## config.mk

```make
export PLATFORM = sky130hd
export DESIGN_NAME = fetch_stage
export DESIGN_NICKNAME = d
export VERILOG_FILES = /design/src/rtl/fetch_stage_pkg.sv /design/src/rtl/fetch_stage_pc_reg.sv /design/src/rtl/fetch_stage.sv
export SDC_FILE = /design/constraint.sdc
export NUM_CORES = 1
export LEC_CHECK = 0
export CORE_AREA = 4 4 134 123
export CTS_BUF_LIST = sky130_fd_sc_hd__clkbuf_2 sky130_fd_sc_hd__clkbuf_4 sky130_fd_sc_hd__clkbuf_8
export CTS_CLUSTER_DIAMETER = 120
export CTS_CLUSTER_SIZE = 10
export DETAILED_ROUTE_END_ITERATION = 12
export DIE_AREA = 0 0 138 127
export GPL_ROUTABILITY_DRIVEN = 0
export PLACE_DENSITY = 0.88
export SLEW_MARGIN = 40
export SYNTH_ARGS = -nofsm -noshare
export SYNTH_HDL_FRONTEND = slang
export SYNTH_SLANG_ARGS = --single-unit
export TNS_END_PERCENT = 10
```

## constraint.sdc

```tcl
create_clock -name clk -period 8.5 [get_ports clk]
set_input_delay 2.55 -clock clk [delete_from_list [all_inputs] [get_ports clk]]
set_output_delay 2.55 -clock clk [all_outputs]
set_load 0.01 [all_outputs]
```

## src/rtl/fetch_stage_pkg.sv

```systemverilog
// Shared CPU constants for the fetch stage: FSM encoding, bubble word and PC step.
package fetch_stage_pkg;

  typedef enum logic [1:0] {
    BOOT   = 2'd0,
    RUN    = 2'd1,
    BUBBLE = 2'd2
  } fetch_state_e;

  localparam logic [31:0] BUBBLE_INSTR_C = 32'h0000_0000;
  localparam logic [31:0] RESET_PC_C     = 32'h0000_0000;
  localparam logic [31:0] PC_INC         = 32'd4;

endpackage

```

## src/rtl/fetch_stage_pc_reg.sv

```systemverilog
// Program counter register with load enable and asynchronous reset.
module pc_reg #(
  parameter logic [31:0] RESET_VAL = 32'h0000_0000
) (
  input  logic        clk_i,
  input  logic        rst_i,
  input  logic        load_i,
  input  logic [31:0] d_i,
  output logic [31:0] q_o
);

  logic [31:0] pc_q;

  always_ff @(posedge clk_i or posedge rst_i) begin
    if (rst_i) begin
      pc_q <= RESET_VAL;
    end else if (load_i) begin
      pc_q <= d_i;
    end
  end

  assign q_o = pc_q;

endmodule

```

## src/rtl/fetch_stage.sv

```systemverilog
// Instruction fetch stage: PC sequencing, redirect/stall handling and the IF/ID register.
module fetch_stage
  import fetch_stage_pkg::*;
#(
  parameter logic [31:0] RESET_PC     = RESET_PC_C,
  parameter logic [31:0] BUBBLE_INSTR = BUBBLE_INSTR_C
) (
  input  logic        clk,
  input  logic        reset,
  input  logic        stall_i,
  input  logic        redirect_i,
  input  logic [31:0] redirect_pc_i,
  output logic [31:0] imem_addr_o,
  input  logic [31:0] imem_rdata_i,
  output logic        if_id_valid_o,
  output logic [31:0] if_id_pc_o,
  output logic [31:0] if_id_pc4_o,
  output logic [31:0] if_id_instr_o,
  output logic        misalign_o,
  output logic [31:0] fetch_count_o
);

  fetch_state_e state_q, state_d;

  logic [31:0] pc;
  logic [31:0] pc_d;
  logic        pc_load;
  logic        load_ifid;
  logic        flush;
  logic        set_misalign;

  logic        valid_q;
  logic [31:0] ifpc_q;
  logic [31:0] ifpc4_q;
  logic [31:0] instr_q;
  logic        misalign_q;
  logic [31:0] count_q;

  pc_reg #(
    .RESET_VAL (RESET_PC)
  ) u_pc_reg (
    .clk_i  (clk),
    .rst_i  (reset),
    .load_i (pc_load),
    .d_i    (pc_d),
    .q_o    (pc)
  );

  // Redirect is evaluated ahead of the state case so it overrides stall in every state.
  always_comb begin
    state_d      = state_q;
    pc_load      = 1'b0;
    pc_d         = pc;
    load_ifid    = 1'b0;
    flush        = 1'b0;
    set_misalign = 1'b0;
    if (redirect_i) begin
      pc_load      = 1'b1;
      pc_d         = {redirect_pc_i[31:2], 2'b00};
      flush        = 1'b1;
      set_misalign = |redirect_pc_i[1:0];
      state_d      = BUBBLE;
    end else begin
      unique case (state_q)
        BOOT:   state_d = RUN;
        RUN: begin
          if (!stall_i) begin
            load_ifid = 1'b1;
            pc_load   = 1'b1;
            pc_d      = pc + PC_INC;
          end
        end
        BUBBLE: state_d = RUN;
        default: state_d = BOOT;
      endcase
    end
  end

  always_ff @(posedge clk or posedge reset) begin
    if (reset) begin
      state_q    <= BOOT;
      valid_q    <= 1'b0;
      ifpc_q     <= '0;
      ifpc4_q    <= '0;
      instr_q    <= BUBBLE_INSTR;
      misalign_q <= 1'b0;
      count_q    <= '0;
    end else begin
      state_q <= state_d;
      if (flush) begin
        valid_q <= 1'b0;
        instr_q <= BUBBLE_INSTR;
      end else if (load_ifid) begin
        valid_q <= 1'b1;
        ifpc_q  <= pc;
        ifpc4_q <= pc + PC_INC;
        instr_q <= imem_rdata_i;
        count_q <= count_q + 32'd1;
      end
      if (set_misalign) begin
        misalign_q <= 1'b1;
      end
    end
  end

  assign imem_addr_o   = pc;
  assign if_id_valid_o = valid_q;
  assign if_id_pc_o    = ifpc_q;
  assign if_id_pc4_o   = ifpc4_q;
  assign if_id_instr_o = instr_q;
  assign misalign_o    = misalign_q;
  assign fetch_count_o = count_q;

endmodule

```

==> flow_summary.toml <==
[synth]
ys.flop_type = "dfrtp_1"
synth_edf_count = 0
yosysSeqAreaShare = 0.552
ys_top_cells_by_area = "dfrtp_1 (55%), nand2_1 (13%), xor2_1 (5.5%), xnor2_1 (5.3%), o21ai_0 (4.2%)"
async_reset_ff_frac = 1.00
ys_types = 36
postSynthCellCount = 770
synth_top_area_share = 0.552
synth_area_um2 = 7160
ys_seq_elements = 158
yosysWarnings = 0
yosys.area.top_type = "dfrtp_1"
syn_area_per_cell_um2 = 9.30

[routing]
dr_total_vias = 6107
drcViolationCount = 0
dr.first_iter.drc_count = 409
postRouteAntennaNets = 0
post_drt_wl_per_cell_um = 17.8
drt-vias-per-instance = 5.19
wl_um = 20900
drt_first_pass_iters = 4

[power]
power_uw = 1920
peakVddDrop_v = 0.000170
powerDensity_nw_per_um2 = 194
static-leakage-power_uw = 0.00416

[floorplan]
die_x_um = 138
die_height_um = 127
dieArea_um2 = 17500
rows = 43
boundaryPins = 230
core_area_um2 = 15200
start_util = 0.472

[critical_path]
crit_family = "simple AND/OR/NAND/NOR gates"
ff2ff_setup_slack_ps = 6100
cp_slowest_cell = "or3b_4"
slowest_delay_ps = 620
r2r-start = "state_q[1]"
cp_cell_sequence = "clkdlybuf4s50_1 -> or3b_4 -> or3_1 -> nor4_1 -> xnor2_1 -> o21ai_0"
cp.required_ps = 8790
reg2reg_depth = 5
worstSetupStartpoint = "stall_i"
arrival_ps = 4810
rr_endpoint = "u_pc_reg.q_o[31]"
cp_max_fo = 40
cp_num_buf_inv = 1
crit_path_end_kind = "flop"
crit_path_start_kind = "input pin"
critPathKind = "input pin to flop"

[clock_tree]
cts_buffers = 17
cts_buffer_depth = 2
clock_insertion_delay_worst_skew_ps = 450
cts_root_buf = "clkbuf_8"
cts_resized = 0
h-tree-depth = 4
cts_tree = "yes"
cts.sinks = 158
cts.clk_slew.worst_paths_ps = 80
hold_buffers = 0
cts_setup_buffers = 0

[final_layout]
layout.nets = 1033
seqCellArea_um2 = 3950
drive_gt1_frac = 0.0585
final_common_cell = "nand2_1"
multi_input_area_um2 = 2970
fill_cells = 1216
final_util = 0.651
antenna_cells = 0
fin_cells = 1177
synthToLayoutAreaGrowth_pct = 38.1
stdcell_area_um2 = 9880
final_cell_mix = "nand2_1 (248), clkdlybuf4s50_1 (222), dfrtp_1 (158)"

[sta]
period_minus_slack_ps = 4520
slew_violations = 0
fin_skew_ps = 13.2
setup_tns_ps = 0
hold_viol_final = 0
fmax_mhz = 221
worstMarginPinSlew_ps = 723
maxSlewHeadroom = 0.514
setup_viol = 0
fin_crit_sh = 0.531
grt_setup_unrepaired = "false"

[min_path]
hold_class = "flop to flop"
holdPathStages = 2
holdCritStartpoint = "if_id_pc_o[27]"
hold_end = "if_id_pc_o[27]"

[status]
outcome = "finished clean"

[place]
placed_area_um2 = 9440
portBuffers = 223
dp_cells = 1145
place_hpwl_um = 15000

[flow_run]
cap_violations = 0

[global_routing]
grt_pass1_wl_um = 33200
antenna_found_initial = 1
grt_max_degree = 93
grt_pass1_vias = 6107
grt_overflow = 0
grtUsageTotal = 0.238
worst max path at each step:
stage | endpoint | slack (ps) | cells past startpoint
finish | u_pc_reg.q_o[31] | 3980 | 6
global route | u_pc_reg.q_o[29] | 3950 | 6
CTS | u_pc_reg.q_o[31] | 4020 | 6
detailed placement | u_pc_reg.q_o[31] | 3520 | 6
global placement | u_pc_reg.q_o[23] | 3390 | 6
floorplan | fetch_count_o[0] | 1690 | 1
logic make-up (layout without fill, tap and decap cells):
logic type               count (synthesis)  after routing  share of synthesized area
AO/OA/AOI/OAI                           94             94                     0.0661
XOR/XNOR                                88             88                      0.108
adder cells (fa/ha/maj)                  2              2                    0.00350
buffers and inverters                   61            261                     0.0400
flip-flops                             158            158                      0.552
multiplexers                             1              1                    0.00140
other                                    1              6                   0.000524
AND/OR/NAND/NOR                        365            365                      0.228
worst register-to-register path, delay by kind of cell, from the launching register on:
| family | cells | cell delay (ps) |
|---|---|---|
| XOR/XNOR | 1 | 180 |
| AO/OA/AOI/OAI | 1 | 110 |
| flip-flops | 1 | 420 |
| AND/OR/NAND/NOR | 3 | 1540 |
power by group:
| group | switching, uW | internal, uW | leakage (uW) |
|---|---|---|---|
| combinational | 182 | 221 | 0.00188 |
| sequential | 80.5 | 837 | 0.00206 |
| clock | 292 | 303 | 0.000210 |
| total | 555 | 1360 | 0.00416 |
state kept, by name, summed over array words and instances (netlist names):
| signal | flops |
|---|---|
| fetch_count_o | 32 |
| if_id_instr_o | 32 |
| if_id_pc4_o | 30 |
| if_id_pc_o | 30 |
| if_id_valid_o | 1 |
| misalign_o | 1 |
| state_q | 2 |
| u_pc_reg.q_o | 30 |
stage by stage:
stage | worst slack, ps | hold slack, ps
after detailed placement | 3520 | 451
after global routing | 3950 | 501
after floorplan | 1690 | 441
after global placement | 3390 | 454
final | 3980 | 483
after CTS | 4020 | 480
area by class of cell:
cell class	count	area share
Clock inverter	12	0.0162
Tap cell	202	0.0256
Sequential cell	158	0.400
Multi-Input combinational cell	556	0.300
Clock buffer	19	0.0258
Timing Repair Buffer	228	0.231
Inverter	2	0.00127
Yosys cell counts (2+ instances only):
cell type  instances
and3_1             6
nor4_1            10
xnor2_1           43
and4_1             3
buf_6              4
o21ai_0           60
ha_1               2
or2_2              3
nor3_1             8
nor2_1            22
clkbuf_1          43
inv_1              2
nand4_1           22
nand2_1          248
buf_1              2
or3_1              3
buf_4              6
buf_2              4
xor2_1            45
a21oi_1           33
nand3_1           26
dfrtp_1          158
nor3_2             4
layer usage:
metal  global-route usage  up-vias  wire [um]
li1                     -     2887          -
met1                0.291     2918       8280
met2                0.393      261      10100
met3               0.0966       39       2120
met4               0.0703        2        440
met5                    0        -         12
Power figures use the tool's default switching activity.
